[config.mk]
export PLATFORM = sky130hd
export DESIGN_NAME = mem_access_unit
export DESIGN_NICKNAME = d
export VERILOG_FILES = /design/src/rtl/mips_mem_pkg.sv /design/src/rtl/load_align.sv /design/src/rtl/mem_access_unit.sv
export SDC_FILE = /design/constraint.sdc
export NUM_CORES = 1
export LEC_CHECK = 0
export ABC_AREA = 1
export BUFFER_PORTS_ARGS = -buffer_cell sky130_fd_sc_hd__buf_2
export CAP_MARGIN = 0
export CELL_PAD_IN_SITES_DETAIL_PLACEMENT = 1
export CELL_PAD_IN_SITES_GLOBAL_PLACEMENT = 2
export CORE_MARGIN = 1
export CORE_UTILIZATION = 25
export DETAILED_ROUTE_END_ITERATION = 12
export HOLD_SLACK_MARGIN = 0.15
export PLACE_DENSITY_LB_ADDON = 0.1
export SYNTH_ARGS = -nofsm -noshare
export SYNTH_HDL_FRONTEND = slang
export SYNTH_SLANG_ARGS = --single-unit
[constraint.sdc]
create_clock -name clk -period 3 [get_ports clk]
set_input_delay 0.15 -clock clk [delete_from_list [all_inputs] [get_ports clk]]
set_output_delay 0.15 -clock clk [all_outputs]
set_load 0.1 [all_outputs]
[src/rtl/mips_mem_pkg.sv]
// Shared encodings for the MEM stage: access sizes, controller states and
// small helpers for alignment, byte-lane enables and store-data replication.
package mips_mem_pkg;

  typedef enum logic [1:0] {
    SZ_BYTE     = 2'b00,
    SZ_HALF     = 2'b01,
    SZ_WORD     = 2'b10,
    SZ_WORD_ALT = 2'b11
  } mem_size_t;

  typedef enum logic [1:0] {
    ST_IDLE = 2'd0,
    ST_BUSY = 2'd1,
    ST_DONE = 2'd2
  } mem_state_t;

  function automatic logic isMisaligned(input logic [1:0] size, input logic [1:0] lo);
    case (size)
      SZ_BYTE: return 1'b0;
      SZ_HALF: return lo[0];
      default: return |lo;
    endcase
  endfunction

  function automatic logic [3:0] byteEnables(input logic [1:0] size, input logic [1:0] lo);
    case (size)
      SZ_BYTE: return 4'b0001 << lo;
      SZ_HALF: return lo[1] ? 4'b1100 : 4'b0011;
      default: return 4'b1111;
    endcase
  endfunction

  // Replicating narrow stores across all lanes lets the bus pick any lane by byte enable.
  function automatic logic [31:0] storeData(input logic [1:0] size, input logic [31:0] d);
    case (size)
      SZ_BYTE: return {4{d[7:0]}};
      SZ_HALF: return {2{d[15:0]}};
      default: return d;
    endcase
  endfunction

endpackage

[src/rtl/load_align.sv]
// Little-endian lane extraction of bus read data followed by sign/zero extension.
module load_align
  import mips_mem_pkg::*;
(
  input  logic [31:0] rData,
  input  logic [1:0]  byteOff,
  input  logic [1:0]  memSize,
  input  logic        memSign,
  output logic [31:0] loadData
);

  logic [7:0]  laneByte;
  logic [15:0] laneHalf;

  always_comb begin
    laneByte = rData[{byteOff, 3'b000} +: 8];
    laneHalf = byteOff[1] ? rData[31:16] : rData[15:0];
    case (memSize)
      SZ_BYTE: loadData = {{24{memSign & laneByte[7]}}, laneByte};
      SZ_HALF: loadData = {{16{memSign & laneHalf[15]}}, laneHalf};
      default: loadData = rData;
    endcase
  end

endmodule

[src/rtl/mem_access_unit.sv]
// MEM stage controller: runs one data-memory bus transaction per load/store,
// stalls the pipeline meanwhile and drives the MEM/WB register.
module mem_access_unit
  import mips_mem_pkg::*;
#(
  parameter int MAX_WAIT = 16
) (
  input  logic        clk,
  input  logic        rst,
  input  logic        MemRead,
  input  logic        MemWrite,
  input  logic [1:0]  MemSize,
  input  logic        MemSign,
  input  logic        RegWrite_i,
  input  logic [31:0] Result_i,
  input  logic [31:0] rData2_i,
  input  logic [4:0]  wAddr_i,
  output logic        stall,
  output logic        dm_req,
  output logic        dm_we,
  output logic [31:0] dm_addr,
  output logic [31:0] dm_wdata,
  output logic [3:0]  dm_be,
  input  logic        dm_ack,
  input  logic [31:0] dm_rdata,
  output logic        wb_RegWrite,
  output logic [4:0]  wb_wAddr,
  output logic [31:0] wb_Data,
  output logic        mem_err,
  output mem_state_t  dbgState
);

  // Bus handshake: dm_req rises with dm_we/addr/wdata/be stable and stays high
  // until the edge that samples dm_ack=1 (or the wait budget runs out); the
  // request is completed in that same cycle, with dm_rdata valid alongside dm_ack.

  localparam logic [7:0] WAIT_LAST = 8'(MAX_WAIT - 1);

  mem_state_t  state, nextState;
  logic [7:0]  waitCnt;
  logic [31:0] loadData, alignedData;
  logic        timedOut;
  logic        isMem, isLoad, misaligned, startBus, accept;

  assign isMem      = MemRead | MemWrite;
  assign isLoad     = MemRead;
  assign misaligned = isMisaligned(MemSize, Result_i[1:0]);
  assign startBus   = isMem && !misaligned;
  assign accept     = !stall;
  assign dbgState   = state;

  load_align u_load_align (
    .rData    (dm_rdata),
    .byteOff  (Result_i[1:0]),
    .memSize  (MemSize),
    .memSign  (MemSign),
    .loadData (alignedData)
  );

  always_ff @(posedge clk) begin
    if (rst) state <= ST_IDLE;
    else     state <= nextState;
  end

  always_comb begin
    nextState = state;
    case (state)
      ST_IDLE: if (startBus) nextState = ST_BUSY;
      ST_BUSY: if (dm_ack || waitCnt == WAIT_LAST) nextState = ST_DONE;
      ST_DONE: nextState = ST_IDLE;
      default: nextState = ST_IDLE;
    endcase
  end

  always_comb begin
    stall = 1'b0;
    case (state)
      ST_IDLE: stall = startBus;
      ST_BUSY: stall = 1'b1;
      default: stall = 1'b0;
    endcase
  end

  always_ff @(posedge clk) begin
    if (rst) begin
      waitCnt     <= '0;
      timedOut    <= 1'b0;
      loadData    <= '0;
      dm_req      <= 1'b0;
      dm_we       <= 1'b0;
      dm_addr     <= '0;
      dm_wdata    <= '0;
      dm_be       <= '0;
      wb_RegWrite <= 1'b0;
      wb_wAddr    <= '0;
      wb_Data     <= '0;
      mem_err     <= 1'b0;
    end else begin
      mem_err <= 1'b0;
      case (state)
        ST_IDLE: begin
          if (startBus) begin
            dm_req   <= 1'b1;
            dm_we    <= !isLoad;
            dm_addr  <= {Result_i[31:2], 2'b00};
            dm_wdata <= storeData(MemSize, rData2_i);
            dm_be    <= byteEnables(MemSize, Result_i[1:0]);
            waitCnt  <= '0;
            timedOut <= 1'b0;
          end
        end
        ST_BUSY: begin
          if (dm_ack) begin
            dm_req   <= 1'b0;
            loadData <= alignedData;
          end else if (waitCnt == WAIT_LAST) begin
            dm_req   <= 1'b0;
            mem_err  <= 1'b1;
            timedOut <= 1'b1;
          end else begin
            waitCnt <= waitCnt + 8'd1;
          end
        end
        default: ;
      endcase

      if (accept) begin
        wb_wAddr <= wAddr_i;
        if (state == ST_DONE) begin
          wb_RegWrite <= isLoad && RegWrite_i && !timedOut;
          wb_Data     <= isLoad ? loadData : Result_i;
        end else if (isMem) begin
          // Only a misaligned access is accepted straight from IDLE.
          wb_RegWrite <= 1'b0;
          wb_Data     <= Result_i;
          mem_err     <= 1'b1;
        end else begin
          wb_RegWrite <= RegWrite_i;
          wb_Data     <= Result_i;
        end
      end
    end
  end

endmodule

**After elaboration in Yosys (flattened, before gate mapping)**

Index checks and enable logic that the tools add are counted.

- Input bits: 110
- Flip-flop bits (word level): 150
- Output and inout port bits: 112
- Word-level logic and storage cells: 78

- Add/sub/neg operators: 1
- Shifts and indexed selects: 2
- Equality and inequality tests: 10
- Bitwise gates (word level): 3
- Multiplexer cells: 32
- Reductions and logical operators: 17

Operators with widths:

| kind | count |
|---|---|
| $pmux 32 s2 | 2 |
| $mux 32 | 2 |
| $shiftx 32x6->8 | 1 |
| $mux 8 | 3 |
| $mux 16 | 1 |
| $pmux 8 s2 | 1 |
| $mux 1 | 14 |
| $ne 2x2->1 const B | 5 |
| $add 8x1->8 const B | 1 |
| $eq 8x4->1 const B | 1 |
| $pmux 1 s2 | 4 |
| $pmux 4 s2 | 1 |
| $reduce_and 4->1 | 2 |
| $reduce_and 2->1 | 3 |
| $eq 2x1->1 const B | 2 |
| $logic_not 2->1 | 2 |
| $mux 2 | 2 |
| $mux 4 | 1 |
| $pmux 2 s2 | 1 |
| $shl 1x2->4 const A | 1 |
| $logic_and 1x1->1 | 3 |
| $logic_not 1->1 | 3 |
| $ne 3x3->1 const B | 1 |
| $reduce_and 3->1 | 1 |
| 6 further kinds | 7 |

**Longest topological paths before layout**

Gate-level depths: netlist of run 1.

- Depth after elaboration: 7
- Gate-level depth with buffers: 10
- Depth with buffers taken out: 9

**Hierarchy**

From an unflattened synthesis of run 1, not the netlist that was laid out.

- Cell total of the unflattened synthesis: 1004
- Area total of the unflattened synthesis: 7108.1 um2

By module, submodules not included:

| module | cells an instance | sequential area each (um2) | area each (um2) | instances |
|---|---|---|---|---|
| mem_access_unit | 851 | 3002.9 | 6253.5 | 1 |
| load_align | 153 | 0.0 | 854.6 | 1 |

**Worst setup path after synthesis of run 1**

Ideal clock, no wire load.

- Path type: register to register
- From: register state[0] (netlist: dbgState[0])
- To: register wb_wAddr[1]
- Stages on the path, launching flop included: 6
- Period minus slack after synthesis: 2240 ps
- Setup time: 70 ps
- Setup slack: 760 ps
- Arrival time: 2170 ps
- Buffers on the path: 1
- Required time: 2930 ps
- Path through: dfxtp_1 > nand2_2 > nand2_4 > buf_2 > nand2_1 > a21oi_1

- Word-level cells in the longest chain between the ends: 2
- Elaborated cells on any way between the ends: 3
- Those cells by class: eq/ne: 1; mux: 1; reduce/logical: 1

RTL lines:

| item | line | text |
|---|---|---|
| start, declared | mem_access_unit.sv:39 | `mem_state_t state, nextState;` |
| start signal, assigned | mem_access_unit.sv:62 | `else state <= nextState;` |
| $eq 2x1->1 / $logic_not 2->1 (equally long branches) | mem_access_unit.sv:77 | `case (state)` |
| $pmux 1 s2 (*) | mem_access_unit.sv:77 |  |
| named net stall | mem_access_unit.sv:18 | `output logic stall,` |
| end signal, assigned | mem_access_unit.sv:128 | `wb_wAddr <= wAddr_i;` |
| end, declared | mem_access_unit.sv:27 | `output logic [4:0] wb_wAddr,` |

Mark *: on every way through the listed nets, which the timed path passes. The rest lies on a longest branch.
A chain may end at the register's enable or synchronous reset.

**Worst setup path in the final report of run 1**

- From: input port MemRead
- To: register dm_addr[29]

- Word-level cells in the longest chain between the ends: 3

RTL lines:

| item | line | text |
|---|---|---|
| start, declared | mem_access_unit.sv:10 | `input logic MemRead,` |
| $or 1x1->1 | mem_access_unit.sv:45 | `assign isMem = MemRead \| MemWrite;` |
| $logic_and 1x1->1 | mem_access_unit.sv:48 | `assign startBus = isMem && !misaligned;` |
| $reduce_and 2->1 (no source line) | -- |  |
| end signal, assigned | mem_access_unit.sv:105 | `dm_addr <= {Result_i[31:2], 2'b00};` |
| end, declared | mem_access_unit.sv:21 | `output logic [31:0] dm_addr,` |

Every way passes these cells.

==> results.ini, run 1 <==
[critical_path]
r2r_start=dbgState[1]
critical_path_required_ns=3.38
cp_slowest_cell=dlygate4sd3_1
cp-end-kind=flip-flop
path_cells=dlygate4sd3_1 -> buf_2 -> or2_2 -> nand3_4 -> inv_2 -> buf_12 -> nand2_1 -> a21oi_1 -> dlygate4sd3_1
max_stage_delay_ns=0.56
reg2reg_to=loadData[12]
start_kind=input port
regToRegSetupSlack_ns=0.50
r2r_cells=9
worstPathArrival_ns=3.00
cp_max_fo=61
worst_path_most_repeated_cell=dlygate4sd3_1
criticalPathCategory=input port to flip-flop

[min_path]
hold_depth=5
hold_class=input port to flip-flop
worstHoldStart=dm_rdata[31]
holdPathEnd=loadData[31]

[outcome]
status=complete, no violations

[final_layout]
n_fill_cell=3364
drive_above_1_share_pct=21.14
final-seq-area_mm2=0.003003
design_area_mm2=0.009952
multi_input_area_mm2=0.003153
area_growth_pct=46.56
nets=1437

[pwr]
ir_worst_vdd_mv=0.2651
power.density_mw_per_mm2=658.3
p_leak_uw=0.004786

[floorplanning]
io_pins=222
start_util_pct=25.77
die_w_um=166.8
die_h_um=166.8
placementRows=59
dieArea_mm2=0.02782
core_mm2=0.02635

[global_routing]
antenna_found_initial=4
track_usage_pct=20.37
grt_pass1_wl_um=44040
grt_overflow=0
first_global_vias=7789
gr-usage-met2_pct=34.64
met1_usage_pct=26.23
grt_max_degree=63
busiest_layer=met2
grtUsageMet3_pct=4.278

[sta]
setup_tns_ns=0
hold_viol=0
maxSlewViolCount=0
worst_slew_pin_slew_ns=1.140
post-route-period-util_pct=87.28
max_slew_margin_pct=23.94
period_needed_ns=2.618
fmax_mhz=381.9
finalSetupViolCount=0
worst_hold_slack_ns=0.1562
rsz0062_at_grt=false
skew_ns=0.01139

[logic_synthesis]
synth_top_area_share_pct=44.22
avgSynthCellArea_um2=6.703
yosys_warnings=0
synth_area_leaders=dfxtp_1 44%, nand2_1 17%, a21oi_1 10%
yosysUniqueCellTypes=29
synth_seq_cells=150
syn_inst=1013
synth_top_cell_by_area=dfxtp_1
netlist_area_mm2=0.006790
ys_seq_area_share_pct=44.22

[drt]
vias=7580
drt-vias-per-instance=4.520
antenna_left=0
dr.first_iter.drc_count=328
wirelength_um=27580
wire_per_inst_um=16.45
drc_errors=0
drtPass1Iterations=4

[placement]
port_buffers=219
place_area_mm2=0.008148
place.gp.congestion=0.7550
place_hpwl_um=19040

[clocking]
cts_tree=done
clkTransAtPathRegs_ns=0.07
clock-root-buffer=clkbuf_16
worstSkewPairLatency_ns=0.43
cts.sinks=150
htree_levels=4
clockBufferDepth=2
cts_buffers=17

[job]
maxCapViolations=0

-- registers in the layout, indices dropped and copies added (netlist names) --
| register | flops |
|---|---|
| dm_be | 4 |
| dm_addr | 30 |
| wb_Data | 32 |
| wb_RegWrite | 1 |
| wb_wAddr | 5 |
| loadData | 32 |
| waitCnt | 8 |
| dm_we | 1 |
| dbgState | 2 |
| mem_err | 1 |
| timedOut | 1 |
| dm_wdata | 32 |
| dm_req | 1 |
-- metrics by stage --
stage	utilization, %	worst slack [ns]	total power [uW]	cells
4_1_cts	37.73	0.4042	6641	1674
3_3_place_gp	30.92	0.8890	4285	1521
2_1_floorplan	-	0.7598	3847	1014
3_5_place_dp	30.92	0.8358	4297	1521
6_report	37.76	0.3817	6551	1677
5_1_grt	37.74	0.2063	6859	1675
-- report_power, final --
group / internal [uW] / total [uW] / switching (uW)
clock: 1220 / 2180 / 962
combinational: 453 / 2120 / 1670
sequential: 2160 / 2250 / 84.9
-- routing by layer --
metal	vias up	part of all wire (%)	wire (um)
li1	3853	-	-
met4	4	0.88	243
met2	158	47	13030
met5	-	0.080	22
met3	18	4.3	1196
met1	3547	47	13100
-- synth_stat cells, drive strengths merged --
master  count
nor2       89
clkbuf     26
ha          1
xor2        1
buf        37
inv        86
dfxtp     150
clkinv      1
nand4       2
nand3b      2
nand2     317
conb        1
o21ai     118
a21oi     140
xnor2       1
or2         1
nand3      40
-- worst max-delay path: cells and delay by family --
| kind | cells | cell delay, ns |
|---|---|---|
| AOI/OAI and AO/OA | 1 | 0.15 |
| buffers and inverters | 5 | 2.01 |
| and+or+nand+nor | 3 | 0.61 |
-- layout make-up --
type                       count  share of cell area [%]
multi-input combinational    714                   31.68
sequential                   150                   30.17
timing repair buffer         356                   24.69
inverter                      87                   3.281
clock inverter                12                   1.194
antenna                        3                 0.07543
clock buffer                  20                   4.689
tap                          335                   4.212
-- cell usage in the layout, fill, tap and decap left out, types with 3 or more instances in the layout --
master           n
buf_4           16
dlygate4sd3_1  121
o21ai_1          9
nor2_1          86
buf_2          217
a21oi_1        140
inv_2            5
clkbuf_8         3
dfxtp_1        150
clkinvlp_4       3
nand2_1        313
clkbuf_16       17
clkinv_4         5
o21ai_0        108
nand3_1         38
inv_1           81
diode_2          3
-- how the worst max path moves through the flow --
stage,start,to,slack [ns],depth (start not counted)
3_5_place_dp,MemRead,wb_Data[24],0.84,8
2_1_floorplan,dbgState[0],wb_wAddr[1],0.76,5
3_3_place_gp,MemRead,wb_Data[18],0.89,8
5_1_grt,MemRead,dm_wdata[3],0.21,9
4_1_cts,MemRead,dm_wdata[3],0.40,9
6_report,MemRead,dm_addr[29],0.38,9
-- what timing repair did --
item | 4_1_cts | 5_1_grt
hold buffers | 121 | 0
hold endpoints to repair | 124 | 0
gates resized for setup | 0 | 0
buffers inserted | 0 | 0
-- cells by family after synthesis --
kind of cell	count (synthesis)	share of synthesized area (%)
adder cells (fa/ha/maj)	1	0.1842
flip-flops	150	44.22
AND/OR/NAND/NOR	451	26.77
AO/OA/AOI/OAI	258	19.07
buffers and inverters	150	9.434
other	1	0.05523
XOR/XNOR	2	0.2580
No activity file was read; power rests on OpenSTA's default activity.
==> inputs of run 2 (changes only) <==
Settings changed: BUFFER_PORTS_ARGS -buffer_cell sky130_fd_sc_hd__buf_2 to not set, DONT_BUFFER_PORTS set to 1.
==> results.ini, run 2 (same netlist as run 1, synthesis figures left out) <==
[min_path]
hold_class=input port to flip-flop
worstHoldStart=rData2_i[10]

[floorplanning]
die_w_um=166.8  ; unchanged
start_util_pct=25.77  ; unchanged
placementRows=59  ; unchanged
io_pins=222  ; unchanged
die_h_um=166.8  ; unchanged
core_mm2=0.02635  ; unchanged
dieArea_mm2=0.02782  ; unchanged

[sta]
setup_tns_ns=0  ; unchanged
worst_slew_pin_slew_ns=1.038  ; -0.1015 ns
fin_ws_ns=0.2423  ; -0.1394 ns
rsz0062_at_grt=false
max_slew_margin_pct=30.72  ; +6.8 points
post-route-period-util_pct=91.92  ; +4.6 points
finalSetupViolCount=0  ; unchanged
maxSlewViolCount=0  ; unchanged
fmax_mhz=362.6  ; -5.1%
period_needed_ns=2.758  ; +0.1394 ns
hold_viol=0  ; unchanged
skew_ns=0.009600  ; -0.001789 ns

[pwr]
p_leak_uw=0.004153  ; -13%
power.total_uw=6610  ; +0.90%
ir_worst_vdd_mv=0.3073  ; +16%
power.density_mw_per_mm2=697.0  ; +5.9%

[critical_path]
worstPathArrival_ns=3.12  ; +0.12 ns
crit_start=MemSize[1]
max_stage_delay_ns=0.58  ; +0.02 ns
cp-end-kind=flip-flop
critical_path_required_ns=3.36  ; -0.02 ns
critPathBufInv=5  ; unchanged
critPathTopFamily=buffers and inverters
criticalPathCategory=input port to flip-flop
r2r_start=dbgState[0]
path_cells=dlygate4sd3_1 -> buf_12 -> nor2_4 -> nand2_1 -> nand3_1 -> nand2_1 -> nand2_1 -> dlygate4sd3_1 -> inv_1 -> a21oi_1 -> dlygate4sd3_1
cp_slowest_cell=dlygate4sd3_1
cp_max_fo=26  ; -57%
start_kind=input port

[final_layout]
n_fill_cell=3302  ; -1.8%
layout_commonest_cell=nand2_1
antennaDiodeCount=0  ; -3
area_growth_pct=39.65
nets=1289  ; -10%
multi_input_area_mm2=0.003153  ; unchanged
final_cell_mix=313 x nand2_1, 150 x dfxtp_1, 141 x dlygate4sd3_1
drive_above_1_share_pct=9.656  ; -11 points
largestRegisters=dm_wdata (32), loadData (32), wb_Data (32)
final-seq-area_mm2=0.003003  ; unchanged

[global_routing]
track_usage_pct=20.19  ; -0.19 points
grt_pass1_wl_um=43430  ; -1.4%
grt_overflow=0  ; unchanged
antenna_found_initial=0  ; -4
grt_max_degree=96  ; +52%
first_global_vias=7436  ; -4.5%

[drt]
drc_errors=0  ; unchanged
drt-vias-per-instance=4.645  ; +2.8%
antenna_left=0  ; unchanged
vias=7089  ; -6.5%
drtPass1Iterations=4  ; unchanged
wire_per_inst_um=18.03  ; +9.6%
dr.first_iter.drc_count=234  ; -29%
wirelength_um=27520  ; -0.25%

[job]
maxCapViolations=0  ; unchanged

[clocking]
cts_setup_buffers=0  ; unchanged
cts_buffers=17  ; unchanged
clkTransAtPathRegs_ns=0.07  ; about the same
clockBufferDepth=2  ; unchanged
cts.sinks=150  ; unchanged
htree_levels=4  ; unchanged
worstSkewPairLatency_ns=0.43  ; about the same
clock-root-buffer=clkbuf_16
cts_tree=done

[placement]
place_hpwl_um=18300  ; -3.9%
dp_slack_ns=0.9725  ; +0.1367 ns
port_buffers=0  ; -100%
place.gp.congestion=0.7506  ; -0.58%

[outcome]
status=complete, no violations

==> run 2: changes by cell type in the layout (fill, tap and decap cells not counted), moves of 2 or more <==
| cell | change |
|---|---|
| diode_2 | -3 |
| buf_2 | -217 |
| dlygate4sd3_1 | +20 |
| inv_6 | +2 |
| bufinv_16 | +2 |
| buf_4 | +48 |
| clkinv_4 | -4 |
==> run 2: final timing paths <==
| path | endpoint | slack [ns] | depth (start not counted) |
|---|---|---|---|
| setup reg to reg | wb_wAddr[1] | 0.55 | 8 |
| hold / removal | dm_wdata[10] | 0.16 | 4 |
| setup / recovery | loadData[2] | 0.24 | 11 |
| hold reg to reg | timedOut | 0.45 | 2 |
==> run 2: through the flow <==
step | instances | cell area (um2) | hold slack, ns | utilization, %
detailed placement | 1351 | 7402 | 0.2290 | 28.09
finish | 1526 | 9483 | 0.1635 | 35.98
CTS | 1526 | 9483 | 0.1577 | 35.98
floorplan | 1014 | 6794 | 0.2928 | -
global placement | 1351 | 7402 | 0.2273 | 28.09
global route | 1526 | 9483 | 0.1959 | 35.98
==> run 2: layout make-up <==
type | count | area share, %
clock buffer | 19 | 4.776
sequential | 150 | 31.67
tap | 335 | 4.420
inverter | 87 | 3.444
clock inverter | 13 | 1.781
timing repair buffer | 208 | 20.66
multi-input combinational | 714 | 33.25
==> run 2: worst reg2reg max path, delay by kind of cell, from the launching register on <==
kind | cells | cell delay [ns]
compound gates | 1 | 0.11
flops | 1 | 0.38
simple gates | 4 | 0.54
buf+inv | 3 | 1.38
==> run 2: routing by layer <==
metal / vias to the layer above / wire, um / global-route usage [%]
met5: - / 0 / 0
met4: 0 / 365 / 4.791
met3: 23 / 1554 / 5.656
met2: 178 / 12950 / 34.02
met1: 3330 / 12650 / 25.37
li1: 3558 / - / -
==> run 2: what timing repair did <==
item,CTS,global route
endpoints found under the setup margin,0,0
hold buffers,143,0
hold endpoints to repair,148,0
resized for setup,0,0
==> run 2: power breakdown <==
group          leakage [uW]  switching, uW  internal (uW)
Sequential          0.00123            601           2160
Combinational       0.00263           1110            421
Clock              0.000293            944           1370
Total               0.00415           2660           3950
